File: src/rtl/gate_code_pkg.sv
// Shared definitions for the three-input gate family: code values, their
// truth tables, and the characterizer state encoding.
package gate_code_pkg;

  localparam logic [1:0] CODE_XOR3  = 2'b00;
  localparam logic [1:0] CODE_NAND3 = 2'b01;
  localparam logic [1:0] CODE_NOR3  = 2'b10;
  localparam logic [1:0] CODE_XNOR3 = 2'b11;

  // Bit i is f for {a,b,c} = i, with a as the MSB.
  localparam logic [7:0] TT_XOR3  = 8'h96;
  localparam logic [7:0] TT_NAND3 = 8'h7F;
  localparam logic [7:0] TT_NOR3  = 8'h01;
  localparam logic [7:0] TT_XNOR3 = 8'h69;

  typedef enum logic [1:0] {
    ST_IDLE  = 2'b00,
    ST_DRIVE = 2'b01,
    ST_EVAL  = 2'b10
  } state_t;

endpackage

File: src/rtl/gate_truth_matcher.sv
// Combinational lookup from an observed 8-bit truth table to a gate code.
// No match yields code XOR3 with match low.
module gate_truth_matcher
  import gate_code_pkg::*;
(
  input  logic [7:0] truth,
  output logic       match,
  output logic [1:0] code
);

  always_comb begin
    match = 1'b1;
    code  = CODE_XOR3;
    if (truth == TT_XOR3)       code = CODE_XOR3;
    else if (truth == TT_NAND3) code = CODE_NAND3;
    else if (truth == TT_NOR3)  code = CODE_NOR3;
    else if (truth == TT_XNOR3) code = CODE_XNOR3;
    else                        match = 1'b0;
  end

endmodule

File: src/rtl/gate_code_identifier.sv
// Drives all eight {a,b,c} vectors into a gate under test, captures its
// response and identifies which of the four gate codes it implements.
//
// Handshake: i_start is a level sampled only in IDLE; i_abort is a level
// sampled only in DRIVE/EVAL and wins over i_start there. o_done is a
// one-cycle pulse coincident with the result registers updating.
module gate_code_identifier
  import gate_code_pkg::*;
#(
  parameter int RESP_LAT = 1
) (
  input  logic       i_clk,
  input  logic       i_rst_n,
  input  logic       i_start,
  input  logic       i_abort,
  input  logic       i_f,
  output logic       o_a,
  output logic       o_b,
  output logic       o_c,
  output logic       o_busy,
  output logic       o_done,
  output logic [7:0] o_truth,
  output logic [1:0] o_code,
  output logic       o_match,
  output state_t     o_state
);

  localparam logic [2:0] HOLD_LAST = 3'(RESP_LAT);

  state_t     state, state_n;
  logic [2:0] idx, idx_n;
  logic [2:0] hold, hold_n;
  logic [7:0] scratch, scratch_n;
  logic       publish;
  logic       eval_match;
  logic [1:0] eval_code;

  gate_truth_matcher u_matcher (
    .truth (scratch),
    .match (eval_match),
    .code  (eval_code)
  );

  always_comb begin
    state_n   = state;
    idx_n     = idx;
    hold_n    = hold;
    scratch_n = scratch;
    publish   = 1'b0;
    case (state)
      ST_IDLE: begin
        if (i_start) begin
          state_n   = ST_DRIVE;
          idx_n     = 3'd0;
          hold_n    = 3'd0;
          scratch_n = 8'h00;
        end
      end
      ST_DRIVE: begin
        if (i_abort) begin
          state_n = ST_IDLE;
        end else if (hold == HOLD_LAST) begin
          // Last hold cycle: the response to this vector is valid now.
          scratch_n[idx] = i_f;
          hold_n         = 3'd0;
          if (idx == 3'd7) state_n = ST_EVAL;
          else             idx_n   = idx + 3'd1;
        end else begin
          hold_n = hold + 3'd1;
        end
      end
      ST_EVAL: begin
        state_n = ST_IDLE;
        publish = !i_abort;
      end
      default: state_n = ST_IDLE;
    endcase
  end

  // Outputs are registered from next-state values so they line up with state.
  always_ff @(posedge i_clk or negedge i_rst_n) begin
    if (!i_rst_n) begin
      state           <= ST_IDLE;
      idx             <= 3'd0;
      hold            <= 3'd0;
      scratch         <= 8'h00;
      {o_a, o_b, o_c} <= 3'b000;
      o_busy          <= 1'b0;
      o_done          <= 1'b0;
      o_truth         <= 8'h00;
      o_code          <= CODE_XOR3;
      o_match         <= 1'b0;
    end else begin
      state           <= state_n;
      idx             <= idx_n;
      hold            <= hold_n;
      scratch         <= scratch_n;
      {o_a, o_b, o_c} <= (state_n == ST_DRIVE) ? idx_n : 3'b000;
      o_busy          <= (state_n != ST_IDLE);
      o_done          <= publish;
      if (publish) begin
        o_truth <= scratch;
        o_code  <= eval_code;
        o_match <= eval_match;
      end
    end
  end

  assign o_state = state;

endmodule
File: config.mk
export PLATFORM = sky130hd
export DESIGN_NAME = gate_code_identifier
export DESIGN_NICKNAME = d
export VERILOG_FILES = /design/src/rtl/gate_code_pkg.sv /design/src/rtl/gate_truth_matcher.sv /design/src/rtl/gate_code_identifier.sv
export SDC_FILE = /design/constraint.sdc
export NUM_CORES = 1
export LEC_CHECK = 0
export CAP_MARGIN = 20
export CORE_UTILIZATION = 30
export CTS_CLUSTER_DIAMETER = 80
export DETAILED_ROUTE_END_ITERATION = 8
export SKIP_LAST_GASP = 1
export SLEW_MARGIN = 20
export SYNTH_ARGS = -nofsm -noshare
export SYNTH_HDL_FRONTEND = slang
export SYNTH_SLANG_ARGS = --single-unit
File: constraint.sdc
create_clock -name i_clk -period 1.6 [get_ports i_clk]
set_input_delay 0.48 -clock i_clk [delete_from_list [all_inputs] [get_ports i_clk]]
set_output_delay 0.48 -clock i_clk [all_outputs]
set_load 0.02 [all_outputs]
Yosys cells after proc, flatten, opt, wreduce, memory -nomap -nowiden
Cells that the tools add are included.
Storage, ports and cells
  logic and storage cells: 66
  bits in writable memories: 0
  bits of input ports: 5
  latch bits: 0
  memories kept: 0
  output and inout port bits: 18
  bits in read-only memories: 0
  register bits after elaboration: 32
Operators by class
  reductions and logical operators: 7
  $lt $le $gt $ge: 2
  divide/modulo/power cells: 0
  add/sub/neg operators: 2
  multiply operators: 0
  bitwise logic cells: 0
  equal/unequal tests: 12
  shift operators: 0
  multiplexer cells: 31
Operator list (number)
  $mux 3: 8
  $mux 8: 3
  $eq 8x7->1 const B: 2
  $mux 2: 8
  $pmux 8 s2: 1
  $pmux 3 s2: 2
  $bwmux 8: 1
  $eq 8x1->1 const B: 1
  $eq 8x8->1 const B: 1
  $add 3x1->3 const B: 2
  $mux 1: 6
  $ne 2x2->1 const B: 3
  $eq 2x1->1 const B: 2
  $lt 3x4->1 const B: 1
  $pmux 2 s2: 1
  $reduce_and 4->1: 1
  $reduce_bool 2->1: 2
  $demux 1 s3: 1
  $eq 3x1->1 const B: 1
  $eq 3x3->1 const B: 1
  $ge 3x1->1 const B: 1
  $reduce_and 3->1: 1
  $eq 2x2->1 const B: 1
  $logic_not 2->1: 1
  2 further kinds: 2

Logic depth before layout (Yosys ltp)
  depth after elaboration: 8
  mapped depth: 6
  mapped depth without buffers: 4

Cells and area by module
A second synthesis with hierarchy kept.
Unflattened totals
  cells, all modules: 150
  area, all modules: 1617.8 um2
By module, submodules not included
  gate_code_identifier: sequential area each 800.8 um2, cells each 139, instances 1, area an instance 1539.0 um2
  gate_truth_matcher: sequential area each 0.0 um2, cells each 11, instances 1, area an instance 78.8 um2

Worst setup path before layout
OpenSTA, ideal clock, no wires.
  kind: flip-flop to flip-flop
  start point: register state[1] (netlist: o_state[1])
  end point: register idx[0]
  data required time: 1.460 ns
  buffers on the path: 2
  stages on the path, launching flop included: 6
  setup slack: -0.168 ns
  setup time: 0.140 ns
  arrival time: 1.628 ns
  cells stage by stage: dfrtp_1 -> buf_2 -> or3b_2 -> clkbuf_1 -> o311ai_0 -> o41ai_1
Between the ends
  cells in the longest elaborated chain, start to end: 2
  elaborated cells on any way between the ends: 3
  those cells by class: 1 x eq/ne; 1 x mux; 1 x reduce/logical
RTL lines
  start, declared: line gate_code_identifier.sv:30  | state_t state, state_n;
  start signal, assigned: line gate_code_identifier.sv:94  | state <= state_n;
  $eq 2x1->1 / $logic_not 2->1 (equally long branches): line gate_code_identifier.sv:50  | case (state)
  $pmux 3 s2 (*): line gate_code_identifier.sv:50
  via idx_n[0]: line gate_code_identifier.sv:31  | logic [2:0] idx, idx_n;
  end signal, assigned: line gate_code_identifier.sv:95  | idx <= idx_n;
  end, declared: line gate_code_identifier.sv:31
The timed path passes the listed nets; every way through them passes the cells marked *.
A chain may end at the register's enable or synchronous reset.

Final worst setup path
  start point: register hold[1]
  end point: register scratch[4]
Between the ends
  cells in the longest elaborated chain, start to end: 3
RTL lines
  start, declared: line gate_code_identifier.sv:32  | logic [2:0] hold, hold_n;
  start signal, assigned: line gate_code_identifier.sv:96  | hold <= hold_n;
  $eq 3x1->1: line gate_code_identifier.sv:62  | end else if (hold == HOLD_LAST) begin
  $ne 2x2->1 (no line)
  $reduce_and 4->1 (no line)
  end signal, assigned: line gate_code_identifier.sv:97  | scratch <= scratch_n;
  end, declared: line gate_code_identifier.sv:33  | logic [7:0] scratch, scratch_n;
Every way passes these cells.

==> metrics.csv <==
stage;metric;value;unit
timing;tightest_slew;484.7;ps
layout;area_growth;34.61;%
synth;ys_types;39;
layout;n_antenna_cell;0;
detailed_routing;wl;3460;microns
critical_path;required;1760;ps
synth;synthFlopType;dfrtp_1;
layout;num-fill-cells;503;
power;peakVddDrop;562.2;uV
layout;instances_no_fill;267;
synth;synth_area_leaders;dfrtp_1, nand2_1, a221o_1;
grt;grt_max_degree;33;
synth;yosysTopAreaCell;dfrtp_1;
place;detailed_place.area;0.002026;sq mm
critical_path;r2r_setup_slack;-60;ps
synth;synthArstFlopShare;1.000;
layout;seqCellArea;803.3;sq um
timing;hold-worst-slack;470.5;ps
clock_tree;cts_tree;yes;
detailed_routing;route.met2.wl;1587;microns
detailed_routing;vias;1340;
outcome;outcome;finished, violations left;
clock_tree;clockBufferDepth;2;
synth;yosysWarnings;0;
synth;syn_inst;158;
detailed_routing;drc;0;
outcome;violations;setup timing;
synth;synth_top_area_frac;0.5104;
synth;ys_seq_area_frac;0.5104;
layout;drive_gt1_frac;0.2050;
critical_path;cp_max_fo;4;
layout;multi_input_area;705.7;sq um
grt;grt.total_usage;0.1512;
layout;nets;205;
floorplanning;core-area;0.004880;sq mm
floorplanning;io_pins;23;
clock_tree;numClockSinks;32;
synth;synthesis.nets;164;
synth;ys_ff_latch;32;
critical_path;worstSetupPathType;flip-flop to flip-flop;
timing;fmax;602.6;MHz
detailed_routing;top_layer;met4;
detailed_routing;ant_nets;0;
critical_path;cp-start-kind;flip-flop;
detailed_routing;dr_wl_met3;110;microns
clock_tree;cts_setup_buffers;0;
clock_tree;cts_hold_buf;0;
worst_hold_path;hold_path_class;flip-flop to flip-flop;
layout;final_util;0.4328;
power;leakage;1.022;nW
detailed_routing;first_pass_iters;4;
place;gp_congestion;0.8381;
floorplanning;fp.dieW;74.32;microns
timing;slew_headroom;0.6762;
detailed_routing;drtIter0Drc;36;
timing;slew_violations;0;
floorplanning;dieArea;0.005523;sq mm
clock_tree;clk_latency;280;ps
timing;hold_viol_final;0;
clock_tree;clkTransAtPathRegs;70;ps
timing;finalCriticalPeriod;1659;ps
grt;grt_pass1_wl;6341;microns
floorplanning;initial_core_util;0.3215;
synth;synth_edf_count;0;
critical_path;critPathArrivalTime;1820;ps
clock_tree;root_buffer;clkbuf_8;
detailed_routing;met1Wirelength;1686;microns
synth;syn_area;0.001569;sq mm
timing;setup_violations;4;
critical_path;critPathCaptureType;flip-flop;
timing;fin_ws;-59.39;ps
grt;antenna_found_initial;0;
detailed_routing;wl_per_cell;12.96;microns
grt;grt_pass1_vias;1370;
floorplanning;core.rowCount;25;
timing;finalCritPeriodShare;1.037;
timing;skew;1.967;ps
power;p_per_area;1225;mW/mm^2
place;dp_hpwl;2514;microns
grt;overflow;0;
layout;stdcell_area;0.002112;sq mm
floorplanning;die_h;74.32;microns
place;placed_cells;259;
clock_tree;htreeDepth;2;
clock_tree;cts_buffers;5;
place;io_buffers;22;
synth;synth.avg_cell_area;9.930;sq um
timing;rsz0062_at_grt;yes;
flow_run;cap_violations;0;
detailed_routing;viasPerCell;5.019;
[logic make-up (layout without fill, tap and decap cells)]
logic type / Yosys count / in the layout / share of synthesized area
buffers and inverters: 20 / 62 / 0.05104
and+or+nand+nor: 62 / 62 / 0.2129
DFF: 32 / 32 / 0.5104
adders and majority gates: 1 / 1 / 0.007973
AOI/OAI and AO/OA: 43 / 43 / 0.2177
[worst paths after layout]
| kind | startpoint | end | cells past startpoint |
|---|---|---|---|
| min | o_code[1]$_DFFE_PN0P_ | o_code[1]$_DFFE_PN0P_ | 2 |
| max reg2reg | hold[1]$_DFFE_PN0P_ | scratch[4]$_DFFE_PN0P_ | 3 |
| max | hold[1]$_DFFE_PN0P_ | scratch[4]$_DFFE_PN0P_ | 3 |
| min in group asynchronous | i_rst_n | o_truth[3]$_DFFE_PN0P_ | 2 |
| min reg2reg | o_code[1]$_DFFE_PN0P_ | o_code[1]$_DFFE_PN0P_ | 2 |
| max in group asynchronous | i_rst_n | o_state[1]$_DFF_PN0_ | 2 |
[registers in the layout, summed over array words and instances (netlist names), 2 cells and up]
name,cells
o_truth,8
scratch,8
hold,3
idx,3
o_code,2
o_state,2
[where the power goes]
group,internal (W),switching (W)
registers,0.000942,0.000150
logic,0.000403,0.000448
clock network,0.000349,0.000296
[what timing repair did]
action	in CTS	in global routing
pin swaps	2	6
gates resized for setup	21	6
setup endpoints to repair	34	11
[cells in the final DEF, fill, tap and decap left out, types with 3 or more instances in the layout]
cell type | Yosys | routed
buf_4 | 0 | 19
a21oi_1 | 5 | 5
nand4_1 | 3 | 3
o211ai_1 | 6 | 6
clkbuf_8 | 0 | 6
clkdlybuf4s50_1 | 0 | 3
nor2_1 | 5 | 5
nor4_1 | 3 | 3
o211a_1 | 3 | 3
inv_1 | 10 | 9
nor3_1 | 3 | 3
nand2_1 | 24 | 24
nand2b_1 | 4 | 4
or3b_4 | 0 | 4
o21ai_0 | 7 | 7
a221o_1 | 6 | 6
nand3_1 | 5 | 5
dlygate4sd2_1 | 0 | 17
dfrtp_1 | 32 | 30
[worst max-delay path, stage by stage (launching register included)]
cell     delay [ps]
dfrtp_1         380
or3b_4          410
a221o_1         430
a221o_1         330
[per-layer routing]
layer / GRT usage / vias up
li1: - / 667
met1: 0.1924 / 640
met3: 0.04201 / 9
met5: 0 / -
met2: 0.2414 / 24
met4: 0.06499 / 0
[through the flow]
step	setup WS [ps]	total power [W]	setup TNS, ps
2_1_floorplan	-8.022	0.001610	-8.022
3_3_place_gp	-388.7	0.001927	-8805
3_5_place_dp	-412.3	0.001937	-8984
4_1_cts	-58.63	0.002596	-377.0
5_1_grt	-106.7	0.002768	-660.8
6_report	-59.39	0.002587	-227.5
[cells in the mapped netlist (2+ instances only)]
cell,count
and2_1,2
nand4b_1,2
or3b_2,2
clkbuf_1,6
o211a_1,3
a21oi_1,5
nor2_1,5
nand2_1,24
a221o_1,6
nor2b_1,2
dfrtp_1,32
o311ai_0,4
nor3_1,3
or3b_1,2
nand2b_1,4
o21ai_0,7
o221ai_1,2
nand4_1,3
inv_1,10
nand3_1,5
buf_2,4
o211ai_1,6
nor4_1,3
[final cells by class]
class,instances,share of cell area
well taps,67,0.03969
clock buffers,7,0.04088
multi-input cells,106,0.3341
flip-flops and latches,32,0.3803
repair buffers,44,0.1836
inverters,10,0.01777
clock inverters,1,0.003554
(Power assumes the default switching activity.)
==> edit 1 (config.mk and constraints unchanged) <==
Add an input register stage for `i_start`, without a reset; this delays it by one clock. The other inputs are not delayed to match.
--- a/src/rtl/gate_code_identifier.sv
+++ b/src/rtl/gate_code_identifier.sv
@@ -29,2 +29,8 @@
 
+  logic i_start_q;
+
+  always_ff @(posedge i_clk) begin
+    i_start_q <= i_start;
+  end
+
   state_t     state, state_n;
@@ -51,3 +57,3 @@
       ST_IDLE: begin
-        if (i_start) begin
+        if (i_start_q) begin
           state_n   = ST_DRIVE;
Function: changed (Yosys sat finds a counterexample within 4 cycles, from zero or initial values and one cycle with i_rst_n low).
==> edit 1 against the unedited design <==
- first-iteration DRC count is 110% higher
- largest power group unchanged
- design area is 5.8% lower
- setup slack better by 0.11 ns
- combinational power is 6.1% lower
- wire length is 5.3% lower
- largest cell class unchanged
- synthesized cell count is 8.2% lower
- power is 6.7% lower
- global-route usage is 0.98 points lower
- area after synthesis is 5.8% lower
- sequential cell count is 1 higher
==> edit 1: results (changes against the unedited design) <==
DP Wirelength 2322 microns (-7.6%); CP Max Fanout 5 (+1); first-pass GRT wire length 5602 microns (-12%); Via density 5.088 (+1.4%); outcome complete, no violations; Flop pwr share 41.9% (-0.3 points); P_leak 0.0009584 uW (-6.2%); Internal 1554 uW (-8.3%); library cells used by synthesis 38 (-2.6%); Tot GR Track Use 14.14% (-0.98 points); routed wire length on met3 198 microns (+80%); most common library cells after synthesis 32 x dfrtp_1, 26 x nand2_1, 14 x o21ai_1, 9 x a31oi_1, 7 x o41ai_1; met1 usage 16.96% (-2.3 points); met3 Use GR 4.167% (-0.034 points); post-CTS sizing 20 (-4.8%); Final #Nets 187 (-8.8%); RD Place Congestion 0.8205 (-2.1%); multiplexer share of the synthesized area 0.6774% (+0.68 points); asr flop ratio synth 96.97% (-3.0 points); wire length reported by the detailed router 3278 microns (-5.3%); met2 routed WL 1614 microns (+1.7%); pre-CTS setup slack -0.3640 ns (+0.04830 ns); initial DRC count 75 (+110%); Arr. time, crit path 1.07 ns (-0.75 ns); Final Cell Area 1989 sq um (-5.8%); Tot Pwr 2413 uW (-6.7%); vias in the first global route 1207 (-12%); FILL cells 471 (-6.4%); sequential area share after synthesis 55.55% (+4.5 points); Final Skew 0.008018 ns (+0.006051 ns)
edit 1: cell count changes after synthesis, sizes merged, moves of 4 or more:
cell | unedited run | this run
o21ai | 7 | 15
o211ai | 6 | 1
a221o | 6 | 0
o41ai | 1 | 8
o311ai | 4 | 0
a31oi | 0 | 9
edit 1: cell type report:
| type | instances | area share, % |
|---|---|---|
| Inverter | 9 | 1.698 |
| Sequential cell | 33 | 41.38 |
| Multi-Input combinational cell | 97 | 32.70 |
| Clock inverter | 2 | 0.5031 |
| Clock buffer | 6 | 3.648 |
| Tap cell | 67 | 4.214 |
| Timing Repair Buffer | 35 | 15.85 |
edit 1: final timing paths:
check                             end  slack (ns)  startpoint  cells after the start
setup / recovery           o_state[1]        0.05  o_state[1]                      1
hold / removal             o_truth[6]        0.47  o_truth[6]                      2
setup reg to reg                  o_c        0.11     hold[2]                      5
hold reg to reg            o_truth[6]        0.47  o_truth[6]                      2
max in group asynchronous     hold[1]        0.86     i_rst_n                      2
min in group asynchronous  o_truth[7]        0.55     i_rst_n                      2
==> edit 2 (config.mk and constraints unchanged) <==
Without the edit above. Remove the register `o_done`: a continuous assignment takes its place, so the output `o_done` follows one clock earlier.
--- a/src/rtl/gate_code_identifier.sv
+++ b/src/rtl/gate_code_identifier.sv
@@ -88,3 +88,2 @@
       o_busy          <= 1'b0;
-      o_done          <= 1'b0;
       o_truth         <= 8'h00;
@@ -99,3 +98,2 @@
       o_busy          <= (state_n != ST_IDLE);
-      o_done          <= publish;
       if (publish) begin
@@ -108,2 +106,4 @@
 
+  assign o_done = publish;
+
   assign o_state = state;
Check against the original RTL: same outputs for any inputs over 10 cycles, from zero or initial values and one cycle with i_rst_n low; that may be too few to reach the edited logic, so the function may still have changed.
==> edit 2 against the unedited design <==
- the flow still finishes with violations (negative setup slack)
- register-to-register slack better by 0.07 ns
- via count is 8.9% lower
- setup slack worse by 0.042 ns
- wire length is 11% lower
- die area is 9.1% lower
- clock power is 22% higher
- clock skew is 0.0036 ns higher
- design area is 6.4% lower
- power is 9.7% lower
- area after synthesis is 9.3% lower
- non-clock buffer count is 5 lower
- global-route usage is 0.77 points lower
- sequential cell count is 1 lower
==> edit 2: results (changes against the unedited design) <==
outcome complete, but fails checks; failing checks negative setup slack; first-pass GRT wire length 5520 microns (-13%); pre-CTS setup slack -0.8885 ns (-0.4761 ns); Ys Warns 0 (unchanged); Cells after DPL 237 (-8.5%); drt pass-1 iters 6 (+2); clock-pin slew on the worst setup and hold paths 0.07 ns (about the same); setup ws final -0.1015 ns (-0.04216 ns); largest net degree at the start of global routing 32 (-3.0%); final count of negative-setup-slack endpoints 1 (-3); Crit path max-delay family simple AND/OR/NAND/NOR gates; asr flop ratio synth 100.0% (unchanged); port bufs 22 (unchanged); Arr. time, crit path 1.22 ns (-0.60 ns); Ant. Diodes 0 (unchanged); Reg2Reg Depth 4 (+1); Max IR drop VDD 0.7088 mV (+26%); # hold bufs at CTS 0 (unchanged); Cells after Synth 151 (-4.4%); library cells used by synthesis 32 (-18%); Crit path largest cell delay 0.41 ns (-0.02 ns); sequential area share after synthesis 54.53% (+3.5 points); Cell Area, Placed 1838 sq um (-9.3%); proportion of layout cells with a drive suffix above 1 25.39% (+4.9 points); DP Wirelength 2191 microns (-13%); total grt overflow 0 (unchanged); Main synth FF type dfrtp_1; MaxCap Viol Count 0 (unchanged); CP max stage cell or3_4; most common library cells after synthesis 33 x nand2_1, 31 x dfrtp_1, 19 x o21ai_1, 6 x inv_1, 6 x nor2_1; Via density 4.984 (-0.70%); Tot GR Track Use 14.35% (-0.77 points); TritonCTS buffer count 5 (unchanged); Layout Cells excl Fill 245 (-8.2%); initial DRC count 51 (+42%); most area-consuming cells after synthesis dfrtp_1 55%, nand2_1 8.7%, o21ai_1 6.7%, a31oi_1 2.2%, nand2b_1 2.2%; H-tree depth 2 (unchanged); hold path depth 2 (unchanged); largest registers o_truth (8), scratch (8); RD Place Congestion 0.8022 (-4.3%); Final Skew 0.005598 ns (+0.003631 ns); FILL cells 449 (-11%); initial antenna violation count 0 (unchanged); Hold Crit Class flip-flop to flip-flop; Final #Nets 198 (-3.4%); P_leak 0.0009593 uW (-6.1%); post-synth net total 157 (-4.3%); wire length reported by the detailed router 3071 microns (-11%); CP Max Fanout 2 (-2); Clock Latency Late Sink 0.28 ns (about the same); Worst-Margin Slew 0.3748 ns (-0.1099 ns)
==> edit 2: cell count changes in the layout (fill, tap and decap cells not counted), sizes merged, moves of 4 or more <==
cell	change
nand2	+9
a221o	-5
o211ai	-5
o311ai	-4
o21ai	+13
a31oi	+5
==> edit 2: layout make-up <==
type | instances | share of cell area (%)
sequential | 31 | 39.30
clock buffer | 6 | 4.177
clock inverter | 2 | 1.772
multi-input combinational | 108 | 33.16
timing repair buffer | 39 | 16.58
inverter | 7 | 1.709
tap | 52 | 3.291
==> edit 2: final timing paths <==
path	start	to	slack (ns)
setup reg to reg	hold[1]	scratch[6]	0.01
min in group asynchronous	i_rst_n	o_code[1]	0.56
setup / recovery	o_state[0]	o_done	-0.10
max in group asynchronous	i_rst_n	o_state[1]	0.85
hold reg to reg	o_truth[6]	o_truth[6]	0.47
hold / removal	o_truth[6]	o_truth[6]	0.47
==> edit 2: tightest hold or removal path, delay by kind of cell (launching register included) <==
kind	cells	cell delay (ns)
flops	1	0.34
simple gates	2	0.10
==> edit 2: metal layers <==
layer,wire length [microns],GRT usage (%),share of wire (%)
met1,1378,17.41,45
met5,0,0,0
met2,1490,22.44,49
met3,162,5.840,5.3
met4,40,6.444,1.3
==> edit 2: what timing repair did <==
item / CTS / global route
setup buffers: 0 / 0
resized for setup: 32 / 14
hold endpoints to repair: 0 / 0
endpoints found under the setup margin: 31 / 15
pin swaps: 1 / 6
==> edit 2: cell families after synthesis <==
group | count (synthesis) | synth area share [%]
DFF | 31 | 54.53
AOI/OAI and AO/OA | 40 | 17.06
buffers and inverters | 12 | 3.166
and+or+nand+nor | 66 | 23.66
muxes | 1 | 0.7036
adders and majority gates | 1 | 0.8794
==> edit 2: stage by stage <==
step	power (uW)	util [%]	setup TNS, ns
3_5_place_dp	1534	41.36	-9.499
4_1_cts	2323	43.69	-0.1215
2_1_floorplan	1299	-	0
3_3_place_gp	1522	41.36	-9.000
5_1_grt	2498	44.48	-0.3398
6_report	2337	44.48	-0.1015
==> edit 2: power breakdown <==
part	leakage [uW]	internal (uW)	total [uW]	switching (uW)
sequential	0.000411	863	916	52.2
combinational	0.000487	273	636	363
clock	0.0000612	503	786	282
